===== src/rtl/conv_frame_writer.sv =====
// conv_frame_writer: sink for the convolution pixel stream. Every pixel the
// convolution marks valid is written to a frame-buffer port at its (row, col)
// location. The bottom-up scan order is undone so that the buffer holds the
// top row first. Row/frame completion pulses and sticky fault flags are
// provided alongside the write port.
module conv_frame_writer #(
  parameter int WORD_SIZE    = 8,
  parameter int ROW_SIZE     = 540,
  parameter int IMAGE_HEIGHT = 360,
  parameter int BOTTOM_UP    = 1,
  parameter int ADDR_W       = $clog2(ROW_SIZE * IMAGE_HEIGHT)
) (
  input  logic                            clk,
  input  logic                            rst,
  input  logic                            start,
  input  logic [WORD_SIZE-1:0]            pixel_in,
  input  logic [1:0]                      valid,
  output logic                            mem_we,
  output logic [ADDR_W-1:0]               mem_addr,
  output logic [WORD_SIZE-1:0]            mem_wdata,
  output logic                            busy,
  output logic                            row_done,
  output logic                            frame_done,
  output logic [$clog2(IMAGE_HEIGHT)-1:0] row_idx,
  output logic [$clog2(ROW_SIZE)-1:0]     col_idx,
  output logic                            overflow,
  output logic                            protocol_err
);

  localparam int RW = $clog2(IMAGE_HEIGHT);
  localparam int CW = $clog2(ROW_SIZE);

  // First write address of a frame: bottom row when the scan arrives bottom-up.
  localparam logic [ADDR_W-1:0] BASE_ADDR =
    ADDR_W'((BOTTOM_UP != 0) ? (IMAGE_HEIGHT - 1) * ROW_SIZE : 0);
  // Jump from the end of one stored row back to the start of the row above it.
  localparam logic [ADDR_W-1:0] ROW_BACK  = ADDR_W'(2 * ROW_SIZE - 1);
  localparam logic [CW-1:0]     LAST_COL  = CW'(ROW_SIZE - 1);
  localparam logic [RW-1:0]     LAST_ROW  = RW'(IMAGE_HEIGHT - 1);

  typedef enum logic [1:0] {
    S_IDLE    = 2'd0,
    S_CAPTURE = 2'd1,
    S_DONE    = 2'd2
  } state_t;

  state_t            r_state;
  logic [ADDR_W-1:0] r_addr;     // address the next captured pixel goes to

  logic              w_pix_valid;
  logic              w_illegal;
  logic              w_last_col;
  logic              w_last_row;
  logic [ADDR_W-1:0] w_row_next_addr;

  assign w_pix_valid     = (valid == 2'd1);
  assign w_illegal       = valid[1];
  assign w_last_col      = (col_idx == LAST_COL);
  assign w_last_row      = (row_idx == LAST_ROW);
  // Incremental addressing: no multiplier, only add/subtract of constants.
  assign w_row_next_addr = (BOTTOM_UP != 0) ? (r_addr - ROW_BACK) : (r_addr + {{(ADDR_W-1){1'b0}}, 1'b1});

  // Frame-capture FSM with all outputs registered.
  always_ff @(posedge clk or negedge rst) begin
    if (!rst) begin
      r_state      <= S_IDLE;
      r_addr       <= {ADDR_W{1'b0}};
      mem_we       <= 1'b0;
      mem_addr     <= {ADDR_W{1'b0}};
      mem_wdata    <= {WORD_SIZE{1'b0}};
      busy         <= 1'b0;
      row_done     <= 1'b0;
      frame_done   <= 1'b0;
      row_idx      <= {RW{1'b0}};
      col_idx      <= {CW{1'b0}};
      overflow     <= 1'b0;
      protocol_err <= 1'b0;
    end else begin
      // Write strobe and completion pulses last a single cycle.
      mem_we     <= 1'b0;
      row_done   <= 1'b0;
      frame_done <= 1'b0;
      case (r_state)
        S_IDLE: begin
          // Pixels arriving before a frame is armed are dropped.
          if (start) begin
            r_state      <= S_CAPTURE;
            r_addr       <= BASE_ADDR;
            busy         <= 1'b1;
            row_idx      <= {RW{1'b0}};
            col_idx      <= {CW{1'b0}};
            overflow     <= 1'b0;
            protocol_err <= 1'b0;
          end
        end
        S_CAPTURE: begin
          if (w_pix_valid) begin
            mem_we    <= 1'b1;
            mem_addr  <= r_addr;
            mem_wdata <= pixel_in;
            if (w_last_col) begin
              col_idx  <= {CW{1'b0}};
              row_done <= 1'b1;
              if (w_last_row) begin
                // Final pixel: the frame is complete, counters hold from here.
                frame_done <= 1'b1;
                busy       <= 1'b0;
                r_state    <= S_DONE;
              end else begin
                row_idx <= row_idx + {{(RW-1){1'b0}}, 1'b1};
                r_addr  <= w_row_next_addr;
              end
            end else begin
              col_idx <= col_idx + {{(CW-1){1'b0}}, 1'b1};
              r_addr  <= r_addr + {{(ADDR_W-1){1'b0}}, 1'b1};
            end
          end else if (w_illegal) begin
            // Corrupt valid code: flag it and leave the frame position untouched.
            protocol_err <= 1'b1;
          end
        end
        S_DONE: begin
          // A restart takes priority over flagging a late pixel.
          if (start) begin
            r_state      <= S_CAPTURE;
            r_addr       <= BASE_ADDR;
            busy         <= 1'b1;
            row_idx      <= {RW{1'b0}};
            col_idx      <= {CW{1'b0}};
            overflow     <= 1'b0;
            protocol_err <= 1'b0;
          end else if (w_pix_valid) begin
            overflow <= 1'b1;
          end
        end
        default: begin
          r_state <= S_IDLE;
          busy    <= 1'b0;
        end
      endcase
    end
  end

endmodule


===== config.mk =====
export PLATFORM = sky130hd
export DESIGN_NAME = conv_frame_writer
export DESIGN_NICKNAME = d
export VERILOG_FILES = /design/src/rtl/conv_frame_writer.sv
export SDC_FILE = /design/constraint.sdc
export NUM_CORES = 1
export LEC_CHECK = 0
export ABC_AREA = 0
export BUFFER_PORTS_ARGS = -buffer_cell sky130_fd_sc_hd__clkbuf_2
export CORE_AREA = 2 2 100 102
export DETAILED_ROUTE_END_ITERATION = 12
export DIE_AREA = 0 0 102 104
export SETUP_SLACK_MARGIN = 0.4
export SLEW_MARGIN = 20
export SYNTH_ARGS = -nofsm -noshare
export SYNTH_HDL_FRONTEND = slang
export SYNTH_SLANG_ARGS = --single-unit

===== constraint.sdc =====
create_clock -name clk -period 2.75 [get_ports clk]
set_input_delay 0.1375 -clock clk [delete_from_list [all_inputs] [get_ports clk]]
set_output_delay 0.1375 -clock clk [all_outputs]
set_load 0.02 [all_outputs]

# Word level (Yosys, flattened, before mapping)
# Cells that the tools add are included.
[word_totals]
latchBits = 0
output_inout_bits = 51
rom_bits = 0
regBits = 71
mem_bits_rw = 0
mem_count = 0
wordCells = 82
in_bits = 13
[op_classes]
n_addsub = 4
order_cmp = 0
div = 0
n_eq_ne = 15
n_shift = 0
multipliers = 0
n_mux = 40
bitwise_logic = 0
reduce_logical = 11
[op_table]
columns = ["op", "count"]
rows = [
  ["18-bit 2-to-1 mux", 4],
  ["9-bit 2-to-1 mux", 4],
  ["18-bit one-hot mux with 2 select lines", 1],
  ["10-bit 2-to-1 mux", 3],
  ["10-bit one-hot mux with 2 select lines", 1],
  ["18-bit by 1-bit adder with 18-bit output (second input constant)", 1],
  ["1-bit 2-to-1 mux", 18],
  ["9-bit one-hot mux with 2 select lines", 1],
  ["18-bit by 11-bit subtractor with 18-bit output (second input constant)", 1],
  ["2-bit != test (second input constant)", 7],
  ["4-bit AND reduction", 3],
  ["10-bit by 1-bit adder with 10-bit output (second input constant)", 1],
  ["10-bit == test (second input constant)", 1],
  ["9-bit by 1-bit adder with 9-bit output (second input constant)", 1],
  ["9-bit == test (second input constant)", 1],
  ["2-bit 2-to-1 mux", 4],
  ["3-bit != test (second input constant)", 2],
  ["1-bit one-hot mux with 2 select lines", 3],
  ["3-bit AND reduction", 2],
  ["5-bit AND reduction", 1],
  ["2-bit by 1-bit == test with 1-bit output (second input constant)", 2],
  ["2-bit one-hot mux with 2 select lines", 1],
  ["2-bit nonzero test", 2],
  ["2-bit == test (second input constant)", 1],
  ["other kinds (4)", 4],
]

# Logic depth before layout (Yosys ltp)
[logic_depth]
word_depth = 5
ltp_mapped = 11
depth_no_buf = 10

# Least setup slack after synthesis
# Ideal clock, no wire load.
[synth_timing]
kind = "reg-to-reg"
start = "register col_idx[2]"
end = "register r_addr[17]"
stages_incl_launch_ff = 12
setup_ns = 0.140
arrival_time_ns = 2.612
synth_period_minus_slack_ns = 2.752
n_path_buf = 1
required_ns = 2.610
path_slack_ns = -0.002
path_cell_list = "dfrtp_1 > and4bb_1 > nand4_2 > inv_2 > ha_1 > buf_2 > nand4_1 > and3_1 > a211o_1 > and2_1 > a2111oi_0 > a211oi_1"
[synth_between]
elab_chain_cells = 4
word_cells_on_any_way = 6
classes_between = "2 x eq/ne; 3 x mux; 1 x reduce/logical"
[synth_rtl]
columns = ["item", "line", "rtl"]
rows = [
  ["start, declared", "25", "output logic [$clog2(ROW_SIZE)-1:0] col_idx,"],
  ["start signal, assigned", "75", "col_idx <= {CW{1'b0}};"],
  ["start signal, assigned", "91", "col_idx <= {CW{1'b0}};"],
  ["start signal, assigned", "102", "col_idx <= {CW{1'b0}};"],
  ["10-bit == test (*)", "58", "assign w_last_col = (col_idx == LAST_COL);"],
  ["18-bit 2-to-1 mux", "101", "if (w_last_col) begin"],
  ["18-bit 2-to-1 mux", "97", "if (w_pix_valid) begin"],
  ["18-bit one-hot mux with 2 select lines", "83", "case (r_state)"],
  ["end signal, assigned", "67", "r_addr <= {ADDR_W{1'b0}};"],
  ["end signal, assigned", "111", "r_addr <= w_row_next_addr;"],
  ["end signal, assigned", "115", "r_addr <= r_addr + {{(ADDR_W-1){1'b0}}, 1'b1};"],
  ["end, declared", "48", "logic [ADDR_W-1:0] r_addr;"],
]
# Every way passes the cells marked *; elsewhere a longest branch is shown, timed or not. The select of a mux whose other input is x is not followed.
# A chain may end at the register's enable or synchronous reset.

# Worst setup path in the final report
# Same ends and word-level chain as after synthesis.

==> impl_metrics.ini <==
[synthesis]
synth-xor-area-share_pct = 5.17
synth_compound_area_share_pct = 13.8
synthDistinctLibCells = 62
synth_top_family_by_area = simple AND/OR/NAND/NOR gates
yosys.area_share.adder_pct = 4.70
synth-edff-count = 0
ys.flop_type = dfrtp_1
synthCells = 340
ys.warnings.count = 0
synthMuxAreaShare_pct = 8.12
synth_seq_area_share_pct = 47.7
synthArstFlopShare_pct = 100
syn_avg_cell_area_um2 = 11.0
synth_fp_nets = 367
ys_seq_elements = 71
netlist_area_mm2 = 0.00373
yosys.area_share.simple_pct = 18.0

[timing]
finalHoldViolations = 0
relSlewSlack_pct = 39.5
period_needed_ps = 2520
fin_crit_sh_pct = 91.8
tightest_slew_ps = 908
rsz0062_at_grt = yes
maxSlewViolCount = 0
finalSetupViolations = 0
fmax_ghz = 0.396
clock_skew_ps = 11.4
fin_setup_tns_ps = 0

[floorplan]
start_util_pct = 39.0
top_level_ports = 64
die_height_um = 104
core_mm2 = 0.00955
die-area_mm2 = 0.0106
fp-row-count = 36
die_x_um = 102

[final_layout]
mostFrequentLayoutCells = dfrtp_1 (65), clkbuf_2 (62), nand2_1 (31)
nNetsFinal = 447
layout_commonest_cell = dfrtp_1
finalCoreUtilization_pct = 49.7
n_antenna_cell = 0
drive_gt1_share_pct = 40.9
area.growth.synth_to_final_pct = 27.2

[route]
drt.antenna.violating_nets = 0
drc_errors = 0
via_count = 2940
drtIter0Drc = 108
wire_per_inst_um = 15.5
wl_mm = 8.66
drtPass1Iterations = 4
viasPerCell = 5.27

[worst_setup_path]
cp-end-kind = flip-flop
crit_required_ps = 3020
cp_max_fo = 8
cp.arrival_ps = 2790
critPathLaunchType = flip-flop
critical_path_class = flip-flop to flip-flop

[global_route]
grt_max_degree = 72
grt_pass1_vias = 2857
grt_remaining_overflow = 0
grt_util_all_layers_pct = 17.1
antenna_found_initial = 0
grt_pass1_wl_mm = 14.3

[pwr]
comb_power_share_pct = 29.7
swShare_pct = 35.2
p_per_area_mw_per_mm2 = 710
p_leak_nw = 2.08
p_int_mw = 2.18
p_total_mw = 3.37
power_frac_seq_pct = 43.4
p_clk_share_pct = 26.9
ir_drop_v = 0.000385
power_switching_mw = 1.19

[place]
routabilityCongestion = 0.786
io_buffers = 63
place_hpwl_mm = 5.95

[clock_tree]
cts_tree = done
clock_sinks = 71
htreeDepth = 3
cts_buffer_depth = 2
clk_pin_slew_ps = 80
clock_latency_ps = 350
ctsRootBufferMaster = clkbuf_8
cts_buffers = 9

[flow_run]
maxCapViolCount = 0

[min_path]
hold_class = input port to flip-flop

[status]
status = finished, final reports clean
-- flip-flops by register name, indices dropped and copies added, names as in the netlist --
register and flops:
mem_addr 18, r_addr 18, col_idx 10, row_idx 9
mem_wdata 8, r_state 2, busy 1, frame_done 1
mem_we 1, overflow 1, protocol_err 1, row_done 1
-- worst paths after layout --
path / from / to / slack [ps] / depth (start not counted)
setup reg to reg: col_idx[2] / r_addr[17] / 230 / 10
max in group asynchronous: rst / col_idx[6] / 1650 / 2
hold reg to reg: mem_wdata[0] / mem_wdata[0] / 510 / 1
min in group asynchronous: rst / row_idx[8] / 450 / 2
setup / recovery: col_idx[2] / r_addr[17] / 230 / 10
hold / removal: start / r_state[1] / 10 / 2
-- worst max-delay path, stage by stage (launching register included) --
cell	delay [ps]
dfrtp_2	420
and4bb_1	320
nand4_4	150
inv_8	150
ha_4	200
nand4_1	90
and3_1	190
a211o_1	310
and2_4	160
a211o_1	260
a211oi_2	170
-- cell type report --
type | count | area, um^2
multi-input cells | 252 | 2100
well taps | 133 | 166
repair buffers | 81 | 463
clock buffers | 12 | 135
clock inverters | 4 | 70.1
inverters | 5 | 28.8
fillers | 906 | 4810
flip-flops and latches | 71 | 1780
-- what timing repair did --
action,in CTS,in global routing
hold buffers,1,0
gates resized for setup,17,15
setup buffers,3,5
hold endpoints to repair,71,0
endpoints found under the setup margin,8,9
pin swaps,4,8
-- Yosys cell counts (all sizes together) (3+ instances only) --
master  instances  share of area, %
mux2           26               7.9
nand4           9               2.1
nand3          17               2.3
a21o            3              0.60
nor2           27               3.2
nor3            6               1.1
buf            10               1.8
nand2b          6               1.0
a21oi          15               2.1
ha             14               4.7
xnor2           7               1.6
o22ai           3              0.50
o311ai          3               1.4
and3            8               1.3
inv             5              0.57
a31oi           7               1.2
o21ai          14               2.2
o22a            4              0.94
dfrtp          71                48
o31ai           5               1.4
xor2           15               3.5
nand2          33               3.6
-- cells by family after synthesis --
family	count (synthesis)
xor gates and xnor gates	22
and+or+nand+nor	120
adders and majority gates	14
muxes	27
DFF	71
AOI/OAI and AO/OA	69
buffers and inverters	17
-- through the flow --
stage / cell area (um^2) / std cells / worst slack [ps] / hold slack, ps
floorplan: 3820 / 340 / 176 / -158
global placement: 4290 / 533 / 242 / 335
detailed placement: 4290 / 533 / 168 / 337
CTS: 4620 / 553 / 263 / 5.04
global route: 4740 / 558 / 156 / 7.32
finish: 4740 / 558 / 226 / 14.2
-- routing by layer --
layer | routed length [um] | global-route usage, %
met1 | 4050 | 23.3
met2 | 4150 | 26.9
met3 | 330 | 3.23
met4 | 131 | 6.10
met5 | 0 | 0
-- power groups by stage --
stage	Combinational [mW]	Sequential (mW)	Clock, mW
2_1_floorplan	0.465	1.63	0
3_3_place_gp	0.922	1.47	0
3_5_place_dp	0.932	1.49	0
4_1_cts	0.988	1.46	0.928
5_1_grt	1.09	1.50	0.982
6_report	1.00	1.46	0.907
Note: power is estimated with default switching activity, not from simulation.
